**config.mk**
```make
export PLATFORM = sky130hd
export DESIGN_NAME = arb_sched
export DESIGN_NICKNAME = d
export VERILOG_FILES = /design/src/rtl/arb_pkg.sv /design/src/rtl/arb_rr4.sv /design/src/rtl/arb_sched.sv
export SDC_FILE = /design/constraint.sdc
export NUM_CORES = 1
export LEC_CHECK = 0
export CAP_MARGIN = 30
export CORE_MARGIN = 8
export CORE_UTILIZATION = 54
export CTS_CLUSTER_DIAMETER = 120
export DETAILED_ROUTE_END_ITERATION = 16
export GPL_ROUTABILITY_DRIVEN = 0
export PLACE_DENSITY = 0.88
export REMOVE_ABC_BUFFERS = 1
export SLEW_MARGIN = 0
export SYNTH_ARGS = -nofsm -noshare
export SYNTH_HDL_FRONTEND = slang
export SYNTH_SLANG_ARGS = --single-unit
```
**constraint.sdc**
```tcl
create_clock -name clk -period 3.6 [get_ports clk]
set_input_delay 0.9 -clock clk [delete_from_list [all_inputs] [get_ports clk]]
set_output_delay 0.9 -clock clk [all_outputs]
set_load 0.02 [all_outputs]
```
**src/rtl/arb_pkg.sv**
```systemverilog
// Shared types and constants for the backplane bus-grant scheduler.
// Latency: n/a (declarations only).
// Backpressure: n/a.
package arb_pkg;

    typedef enum logic [1:0] {
        IDLE    = 2'd0,
        GRANT   = 2'd1,
        RELEASE = 2'd2
    } arbState_t;

    // Requester IDs as reported on nxmWHO
    localparam logic [2:0] ID_CSL  = 3'd0;
    localparam logic [2:0] ID_UBA1 = 3'd1;
    localparam logic [2:0] ID_UBA2 = 3'd2;
    localparam logic [2:0] ID_UBA3 = 3'd3;
    localparam logic [2:0] ID_UBA4 = 3'd4;
    localparam logic [2:0] ID_CPU  = 3'd5;
    localparam logic [2:0] ID_NONE = 3'd7;

    localparam int unsigned ARB_TIMEOUT_DEF = 64;

    // Grant vector as steered by the bus multiplexer
    typedef struct packed {
        logic       cpu;
        logic [3:0] uba;
        logic       csl;
    } gntVec_t;

    // One-hot grant for a requester ID; NONE (or any unused code) grants nobody
    function automatic gntVec_t idToGnt(input logic [2:0] id);
        gntVec_t g;
        g = '0;
        case (id)
            ID_CSL:  g.csl    = 1'b1;
            ID_UBA1: g.uba[0] = 1'b1;
            ID_UBA2: g.uba[1] = 1'b1;
            ID_UBA3: g.uba[2] = 1'b1;
            ID_UBA4: g.uba[3] = 1'b1;
            ID_CPU:  g.cpu    = 1'b1;
            default: g        = '0;
        endcase
        return g;
    endfunction

endpackage

```
**src/rtl/arb_rr4.sv**
```systemverilog
// 4-way round-robin picker: first set request after ptr, wrapping 3->0.
// Latency: purely combinational.
// Backpressure: none; the caller decides when the pick is consumed.
module arb_rr4 (
    input  logic [3:0] req,
    input  logic [1:0] ptr,
    output logic [3:0] gnt,
    output logic       valid
);

    logic [1:0] idx;
    logic       found;

    // Scan ptr+1, ptr+2, ptr+3, ptr (the last-served slot comes last)
    always_comb begin
        gnt   = '0;
        found = 1'b0;
        idx   = '0;
        for (int k = 1; k <= 4; k++) begin
            idx = ptr + 2'(k);
            if (!found && req[idx]) begin
                gnt[idx] = 1'b1;
                found    = 1'b1;
            end
        end
        valid = |req;
    end

endmodule

```
**src/rtl/arb_sched.sv**
```systemverilog
// Registered bus-grant scheduler: CSL > round-robin UBA1..4 > CPU, one grant per bus cycle.
// Latency: grant rises 1 clk after a request is seen in IDLE; min 3 clk per bus cycle.
// Backpressure: grant held until busACK, requester abort or (ARB_TIMEOUT_EN) timeout/NXM.
module arb_sched
    import arb_pkg::*;
#(
    parameter int unsigned TIMEOUT = ARB_TIMEOUT_DEF
) (
    input  logic       clk,
    input  logic       rst_n,
    input  logic       cslREQ,
    input  logic [3:0] ubaREQ,
    input  logic       cpuREQ,
    input  logic       busACK,
    output logic       cslGNT,
    output logic [3:0] ubaGNT,
    output logic       cpuGNT,
    output logic       busy,
    output logic       nxmSTB,
    output logic [2:0] nxmWHO
);

    if (TIMEOUT < 2 || TIMEOUT > 65535) begin : gBadTimeout
        $error("arb_sched: TIMEOUT must be in 2..65535");
    end

    arbState_t  state, stateNxt;
    logic [2:0] winner, winnerNxt;
    logic [2:0] rrPtr, rrPtrNxt;      // last UBA served, 1..4
    gntVec_t    gnt, gntNxt;
    logic       nxmStbNxt;
    logic [2:0] nxmWhoNxt;
    logic       busyNxt;

    logic       anyReq;
    logic       winnerReq;
    logic       timeoutHit;
    logic [1:0] rrIdx;
    logic [3:0] rrGnt;
    logic       rrValid;
    logic [2:0] rrId;
    logic [2:0] pickId;

    assign rrIdx  = 2'(rrPtr - 3'd1);
    assign anyReq = cslREQ | (|ubaREQ) | cpuREQ;

    arb_rr4 uRr (
        .req   (ubaREQ),
        .ptr   (rrIdx),
        .gnt   (rrGnt),
        .valid (rrValid)
    );

    // Fixed priority around the UBA round-robin pick
    always_comb begin
        rrId = ID_NONE;
        for (int k = 0; k < 4; k++) begin
            if (rrGnt[k]) rrId = 3'(k + 1);
        end
        if (cslREQ)       pickId = ID_CSL;
        else if (rrValid) pickId = rrId;
        else if (cpuREQ)  pickId = ID_CPU;
        else              pickId = ID_NONE;
    end

    // Current owner still asserting its request (low means abort)
    always_comb begin
        winnerReq = 1'b0;
        case (winner)
            ID_CSL:                             winnerReq = cslREQ;
            ID_UBA1, ID_UBA2, ID_UBA3, ID_UBA4: winnerReq = ubaREQ[2'(winner - 3'd1)];
            ID_CPU:                             winnerReq = cpuREQ;
            default:                            winnerReq = 1'b0;
        endcase
    end

`ifdef ARB_TIMEOUT_EN
    localparam int unsigned TW = $clog2(TIMEOUT + 1);
    logic [TW-1:0] timer;

    assign timeoutHit = (timer == TW'(TIMEOUT - 1));

    // Cycles spent in GRANT; cleared whenever the next state is not a continued GRANT
    always_ff @(posedge clk or negedge rst_n) begin
        if (!rst_n) begin
            timer <= '0;
        end else if (state == GRANT && stateNxt == GRANT) begin
            timer <= timer + 1'b1;
        end else begin
            timer <= '0;
        end
    end
`else
    // No timer: the NXM registers below keep their reset values forever
    assign timeoutHit = 1'b0;
`endif

    // Next state and next registered outputs; ACK beats abort beats timeout
    always_comb begin
        stateNxt  = state;
        winnerNxt = winner;
        rrPtrNxt  = rrPtr;
        gntNxt    = '0;
        nxmStbNxt = 1'b0;
        nxmWhoNxt = ID_NONE;
        case (state)
            IDLE: begin
                if (anyReq) begin
                    stateNxt  = GRANT;
                    winnerNxt = pickId;
                    gntNxt    = idToGnt(pickId);
                end
            end
            GRANT: begin
                gntNxt = gnt;
                if (busACK || !winnerReq || timeoutHit) begin
                    stateNxt = RELEASE;
                    gntNxt   = '0;
                    if (winner >= ID_UBA1 && winner <= ID_UBA4) rrPtrNxt = winner;
                    if (!busACK && winnerReq) begin
                        nxmStbNxt = 1'b1;
                        nxmWhoNxt = winner;
                    end
                end
            end
            RELEASE: begin
                stateNxt = IDLE;
            end
            default: begin
                stateNxt = IDLE;
            end
        endcase
        busyNxt = (stateNxt != IDLE);
    end

    // State and output registers; reset drops grants asynchronously without NXM
    always_ff @(posedge clk or negedge rst_n) begin
        if (!rst_n) begin
            state  <= IDLE;
            winner <= ID_NONE;
            rrPtr  <= ID_UBA4;
            gnt    <= '0;
            busy   <= 1'b0;
            nxmSTB <= 1'b0;
            nxmWHO <= ID_NONE;
        end else begin
            state  <= stateNxt;
            winner <= winnerNxt;
            rrPtr  <= rrPtrNxt;
            gnt    <= gntNxt;
            busy   <= busyNxt;
            nxmSTB <= nxmStbNxt;
            nxmWHO <= nxmWhoNxt;
        end
    end

    assign cslGNT = gnt.csl;
    assign ubaGNT = gnt.uba;
    assign cpuGNT = gnt.cpu;

endmodule

```
==> summary.md, run 1 <==
| Metric | Value |
|---|---|
| Family with the most delay on the worst path | `simple AND/OR/NAND/NOR gates` |
| Unique cell type count in the Yosys netlist | `52` |
| Final slew viol count | `0` |
| Register area | `380.4 um^2` |
| Clock tree from TritonCTS | `built` |
| Post-Route WL | `3.330 mm` |
| Wire length per cell | `approximately 18 um` |
| CTS root buf | `clkbuf_4` |
| Slowest CP cell | `mux4_2` |
| Die area | `about 4300 um^2` |
| PwrDens | `844.1 nW/um^2` |
| Layout cells sized above 1 | `0.1429` |
| Slowest stage delay, CP | `0.60 ns` |
| Mean Syn Cell Area | `~10 um^2` |
| Layout Nets | `~180` |
| Top-count cell post-synth | `ha_1` |
| Clock Skew | `about 0.007 ns` |
| Io pins | `20` |
| Worst Max-Slew Pin Slew | `approximately 0.66 ns` |
| Peak supply drop | `627.3 uV` |
| Multi-input combinational cell area | `888.4 um^2` |
| Max Fclk | `327.0 MHz` |
| RSZ-0062 raised after global routing | `false` |
| Die W | `65.84 um` |
| Critical path arrival | `between 3 and 4 ns` |
| Vias per cell | `6.587` |
| Final Critical Period | `approximately 3.1 ns` |
| Largest net degree at the start of global routing | `16` |
| Post-DP Area | `1543 um^2` |
| Antenna diodes | `0` |
| CP Capture Type | `flip-flop` |
| Hold/Removal Path Class | `reg2reg` |
| Post-synth EDFFs | `0` |
| Placed cells | `between 150 and 200` |
| Final setup viols | `0` |
| CTS Buf Count | `3` |
| Yosys top cell area share | `0.2052` |
| First-pass detailed-route iteration total | `4` |
| First-pass GRT wire length | `roughly 5.5 mm` |
| Initial antenna violation count | `0` |
| Clk pin slew, worst setup/hold paths | `0.09 ns` |
| Most instantiated cells after synthesis | `12 x ha_1, 11 x dfrtp_1, 11 x nand2_1, 9 x inv_1` |
| # clock sinks | `15` |
| Worst path bufs/invs | `1` |
| Worst skew pair latency | `0.29 ns` |
| Core area | `between 2000 and 2500 um^2` |
| Fillers | `186` |
| Synth async-reset ratio | `1.000` |
| GRT Total Usage | `0.1587` |
| DRC viols | `0` |
| Critical path type | `in2reg` |
| CP required | `approximately 3.8 ns` |
| Via count | `between 1k and 1.5k` |
| Post-CTS Setup Bufs | `0` |
| Post-cts resize count | `0` |
| Starting density of the core | `0.5566` |
| Seq/Total Area, Yosys | `0.2836` |
| Layout Cells excl Fill | `~180` |
| DR iter-0 viols | `37` |
| Post-synth top area cell | `dfrtp_1` |
| Setup TNS | `0 ns` |
| Tcrit/Tclk final | `0.8496` |
| Post-Syn Area | `1341 um^2` |
| Row count | `18` |
| Startpoint types | `input pin` |
| Post-route design area | `approximately 1600 um^2` |
| Leak | `between 0.6 and 0.7 nW` |
| Status | `complete, no violations` |
| Mapped Cells | `about 130` |
| Normalized max-slew margin | `0.5535` |
| Longest Clk Path Bufs | `2` |
| CP Cell Sequence | `clkdlybuf4s50_1, mux4_2, nor4b_2, and2_1, a211o_1, a21oi_1, a32o_1` |
| CP max FO | `9` |
| Dpl hpwl | `about 2.6 mm` |
| Main synth FF type | `dfrtp_1` |
| Grt ovf | `0` |
| Largest cells by area after synthesis | `dfrtp_1 21%, ha_1 11%, dfstp_2 7.8%` |
| Vias in the first global route | `around 1.2k` |
| YS warnings | `0` |
| Detail Route Antenna Nets | `0` |
| # H-tree levels | `1` |
| IO Port Bufs | `18` |
| Fin. Hold Viols | `0` |
| MaxCap Viol Count | `0` |
| Flop and latch count out of synthesis | `15` |
| Hold-fix buffers, CTS | `0` |
| Die height | `65.84 um` |
| Area Overhead vs Synth | `16.98%` |
## layout by cell type, fill, tap and decap left out, types with 2 or more instances in the layout
master / n
dfrtp_1: 11
a21boi_0: 2
conb_1: 2
ha_1: 12
nor2_1: 6
mux2i_1: 6
a211o_1: 2
a32o_1: 5
nor3_1: 3
o21ai_0: 4
mux2_4: 2
clkbuf_4: 3
nand3_1: 2
mux4_2: 2
clkdlybuf4s50_1: 18
nor3b_1: 3
dfstp_2: 4
o31ai_2: 2
a22o_1: 5
a311oi_1: 2
and3b_1: 2
nand2b_1: 2
a211oi_1: 3
buf_4: 3
inv_1: 9
nand2_1: 11
a41oi_1: 2
## metal layers
metal | global-route usage | part of all wire
met5 | 0 | 0
met4 | 0.04360 | 0.016
met3 | 0.04576 | 0.071
met2 | 0.2704 | 0.52
met1 | 0.1886 | 0.39
## sequential cells by signal (all words and copies together) (netlist names)
| name | cells |
|---|---|
| nxmWHO | 1 |
| ubaGNT | 4 |
| rrPtr | 2 |
| state | 2 |
| winner | 3 |
| cslGNT | 1 |
| cpuGNT | 1 |
| busy | 1 |
## final cells by class
class | instances | area share
well taps | 30 | 0.02392
inverters | 9 | 0.02153
multi-input cells | 105 | 0.5662
repair buffers | 21 | 0.1292
flip-flops and latches | 15 | 0.2424
clock buffers | 4 | 0.01675
## power by group
part / switching, mW / total (mW) / leakage (nW) / internal, mW
combinational: 0.522 / 0.925 / 0.466 / 0.403
sequential: 0.0592 / 0.301 / 0.185 / 0.242
clock: 0.0550 / 0.0981 / 0.0150 / 0.0431
total: 0.636 / 1.32 / 0.666 / 0.688
## worst paths after layout
| path | start | to | slack [ns] | cells after the start |
|---|---|---|---|---|
| hold / removal | state[1] | ubaGNT[3] | 0.44 | 1 |
| setup / recovery | ubaREQ[2] | cpuGNT | 0.54 | 7 |
| max in group asynchronous | rst_n | cpuGNT | 2.16 | 1 |
| setup reg to reg | rrPtr[0] | ubaGNT[2] | 0.74 | 8 |
| min in group asynchronous | rst_n | ubaGNT[3] | 1.01 | 1 |
| hold reg to reg | state[1] | ubaGNT[3] | 0.44 | 1 |
## kinds of logic after synthesis
kind of cell	Yosys count	share of synthesized area
compound gates	40	0.2519
mux	10	0.1007
fa+ha+maj	12	0.1119
buf+inv	14	0.05410
other cells	2	0.005599
simple gates	41	0.1922
flops	15	0.2836
## through the flow
step | util | power [mW] | setup WS [ns] | hold slack (ns)
after floorplan | - | 0.9536 | 0.9193 | 0.4175
after global placement | 0.6402 | 1.170 | 0.3679 | 0.4254
after detailed placement | 0.6402 | 1.205 | 0.2749 | 0.4357
after CTS | 0.6511 | 1.308 | 0.5852 | 0.4485
after global routing | 0.6511 | 1.432 | 0.4084 | 0.4755
final | 0.6511 | 1.324 | 0.5415 | 0.4445
Power figures use the tool's default switching activity.
==> inputs of run 2 (changes only) <==
Clock period 3.6 ns to 2.9 ns, I/O delays scaled along.
==> summary.md, run 2 (same netlist as run 1, synthesis figures left out) <==
| Metric | Value |
|---|---|
| Io pins | `20` |
| Vias per cell | `approximately 6.3` |
| Most used cell, CP | `mux2i_1` |
| CP max FO | `7` |
| Final setup viols | `0` |
| Layout Cells excl Fill | `between 150 and 200` |
| Fillers | `167` |
| Worst skew pair latency | `0.29 ns` |
| Startpoint types | `input pin` |
| Via count | `about 1.2k` |
| Leak | `around 0.74 nW` |
| First-pass detailed-route iteration total | `4` |
| First-pass GRT wire length | `around 5.7 mm` |
| Layout Nets | `roughly 190` |
| Clk pin slew, worst setup/hold paths | `approximately 0.090 ns` |
| CP required | `roughly 3 ns` |
| Die height | `between 60 and 70 um` |
| Grt ovf | `0` |
| Post-route design area | `1685 um^2` |
| Critical path arrival | `2.95 ns` |
| PwrDens | `1036 nW/um^2` |
| Post-cts resize count | `0` |
| Final slew viol count | `0` |
| Clock tree from TritonCTS | `built` |
| Peak supply drop | `802.9 uV` |
| # clock sinks | `15` |
| Fin. Hold Viols | `0` |
| Worst Max-Slew Pin Slew | `roughly 0.93 ns` |
| CP Capture Type | `flip-flop` |
| Area Overhead vs Synth | `25.65%` |
| Normalized max-slew margin | `0.3728` |
| Most common cell after layout, fill and taps aside | `clkdlybuf4s50_1` |
| Largest register FFs | `4` |
| Commonest non-fill, non-tap cells in the layout | `18 x clkdlybuf4s50_1, 16 x buf_4, 11 x nand2_1, 11 x ha_1, 11 x dfrtp_1` |
| Slowest stage delay, CP | `0.51 ns` |
| Post-DP Area | `between 1500 and 2000 um^2` |
| MaxCap Viol Count | `0` |
| Worst path bufs/invs | `2` |
| R2R Setup Slk | `roughly 0.17 ns` |
| Clock Skew | `0.004300 ns` |
| Detail Route Antenna Nets | `0` |
| Vias in the first global route | `between 1k and 1.5k` |
| Register area | `~380 um^2` |
| Wire length per cell | `17.33 um` |
| Final Critical Period | `between 2 and 3 ns` |
| Dpl hpwl | `between 2 and 3 mm` |
| CP Cell Sequence | `clkdlybuf4s50_1, mux2_4, mux2i_1, buf_4, mux2i_1, a211o_1, a21oi_1, a32o_1` |
| Slowest CP cell | `clkdlybuf4s50_1` |
| Multi-input combinational cell area | `about 900 um^2` |
| CTS Buf Count | `3` |
| Antenna diodes | `0` |
| Post-CTS Setup Bufs | `0` |
| GRT Total Usage | `0.1626` |
| Initial antenna violation count | `0` |
| Family with the most delay on the worst path | `multiplexers` |
| Longest Clk Path Bufs | `2` |
| Largest net degree at the start of global routing | `16` |
| RSZ-0062 raised after global routing | `false` |
| # H-tree levels | `1` |
| Tcrit/Tclk final | `0.9512` |
| Hold/Removal Path Class | `reg2reg` |
| Critical path type | `in2reg` |
| Row count | `18` |
| DRC viols | `0` |
| DR iter-0 viols | `between 60 and 70` |
| Die W | `65.84 um` |
| Tot Pwr | `between 1.5 and 2 mW` |
| Placed cells | `just under 200` |
| Layout cells sized above 1 | `0.2395` |
| Max Fclk | `about 360 MHz` |
| Die area | `between 4000 and 5000 um^2` |
| Post-Route WL | `approximately 3.4 mm` |
| Core area | `roughly 2400 um^2` |
| Status | `complete, no violations` |
| Hold-fix buffers, CTS | `0` |
| IO Port Bufs | `18` |
| Starting density of the core | `0.5566` |
| CTS root buf | `clkbuf_4` |
run 2: cell count changes in the layout (fill, tap and decap cells not counted):
| cell | delta |
|---|---|
| buf_4 | +13 |
| clkbuf_1 | -1 |
| a211oi_2 | +1 |
| nor3_2 | +2 |
| ha_1 | -1 |
| o21ai_1 | +1 |
| ha_2 | +1 |
| nor3_1 | -2 |
| a211oi_1 | -1 |
| clkinv_2 | +1 |
| o21ai_0 | -1 |
run 2: where the power goes:
group          total, mW  internal (mW)  leakage [nW]  switching (mW)
sequential         0.383          0.300         0.185          0.0822
combinational       1.24          0.578         0.532           0.663
clock              0.123         0.0513        0.0177          0.0716
total               1.75          0.929         0.735           0.817
run 2: routing by layer:
layer	global-route usage	wire length (um)	up-vias
met3	0.04576	220	2
met5	0	0	-
met1	0.2010	1398	615
li1	-	-	578
met4	0.03815	14	0
met2	0.2716	1780	39
run 2: area by class of cell:
cell class | instances | area share
clock buffers | 3 | 0.01336
flip-flops and latches | 15 | 0.2257
inverters | 9 | 0.02004
multi-input cells | 105 | 0.5375
repair buffers | 34 | 0.1782
well taps | 30 | 0.02227
clock inverters | 1 | 0.002970
run 2: final timing paths:
path,from,end,depth (start not counted)
setup / recovery,ubaREQ[0],cpuGNT,8
hold / removal,state[1],ubaGNT[3],1
setup reg to reg,rrPtr[0],cpuGNT,9
hold reg to reg,state[1],ubaGNT[3],1
max in group asynchronous,rst_n,ubaGNT[3],1
min in group asynchronous,rst_n,state[0],1
run 2: stage by stage:
| stage | setup WS [ns] | setup TNS, ns | utilization | hold WS [ns] |
|---|---|---|---|---|
| after floorplan | 0.2193 | 0 | - | 0.4175 |
| after global placement | -0.1495 | -0.5411 | 0.6807 | 0.4316 |
| after detailed placement | -0.1431 | -1.013 | 0.6807 | 0.4548 |
| after CTS | 0.09884 | 0 | 0.6921 | 0.4642 |
| after global routing | 0.01415 | 0 | 0.6994 | 0.4777 |
| final | 0.1414 | 0 | 0.6994 | 0.4616 |
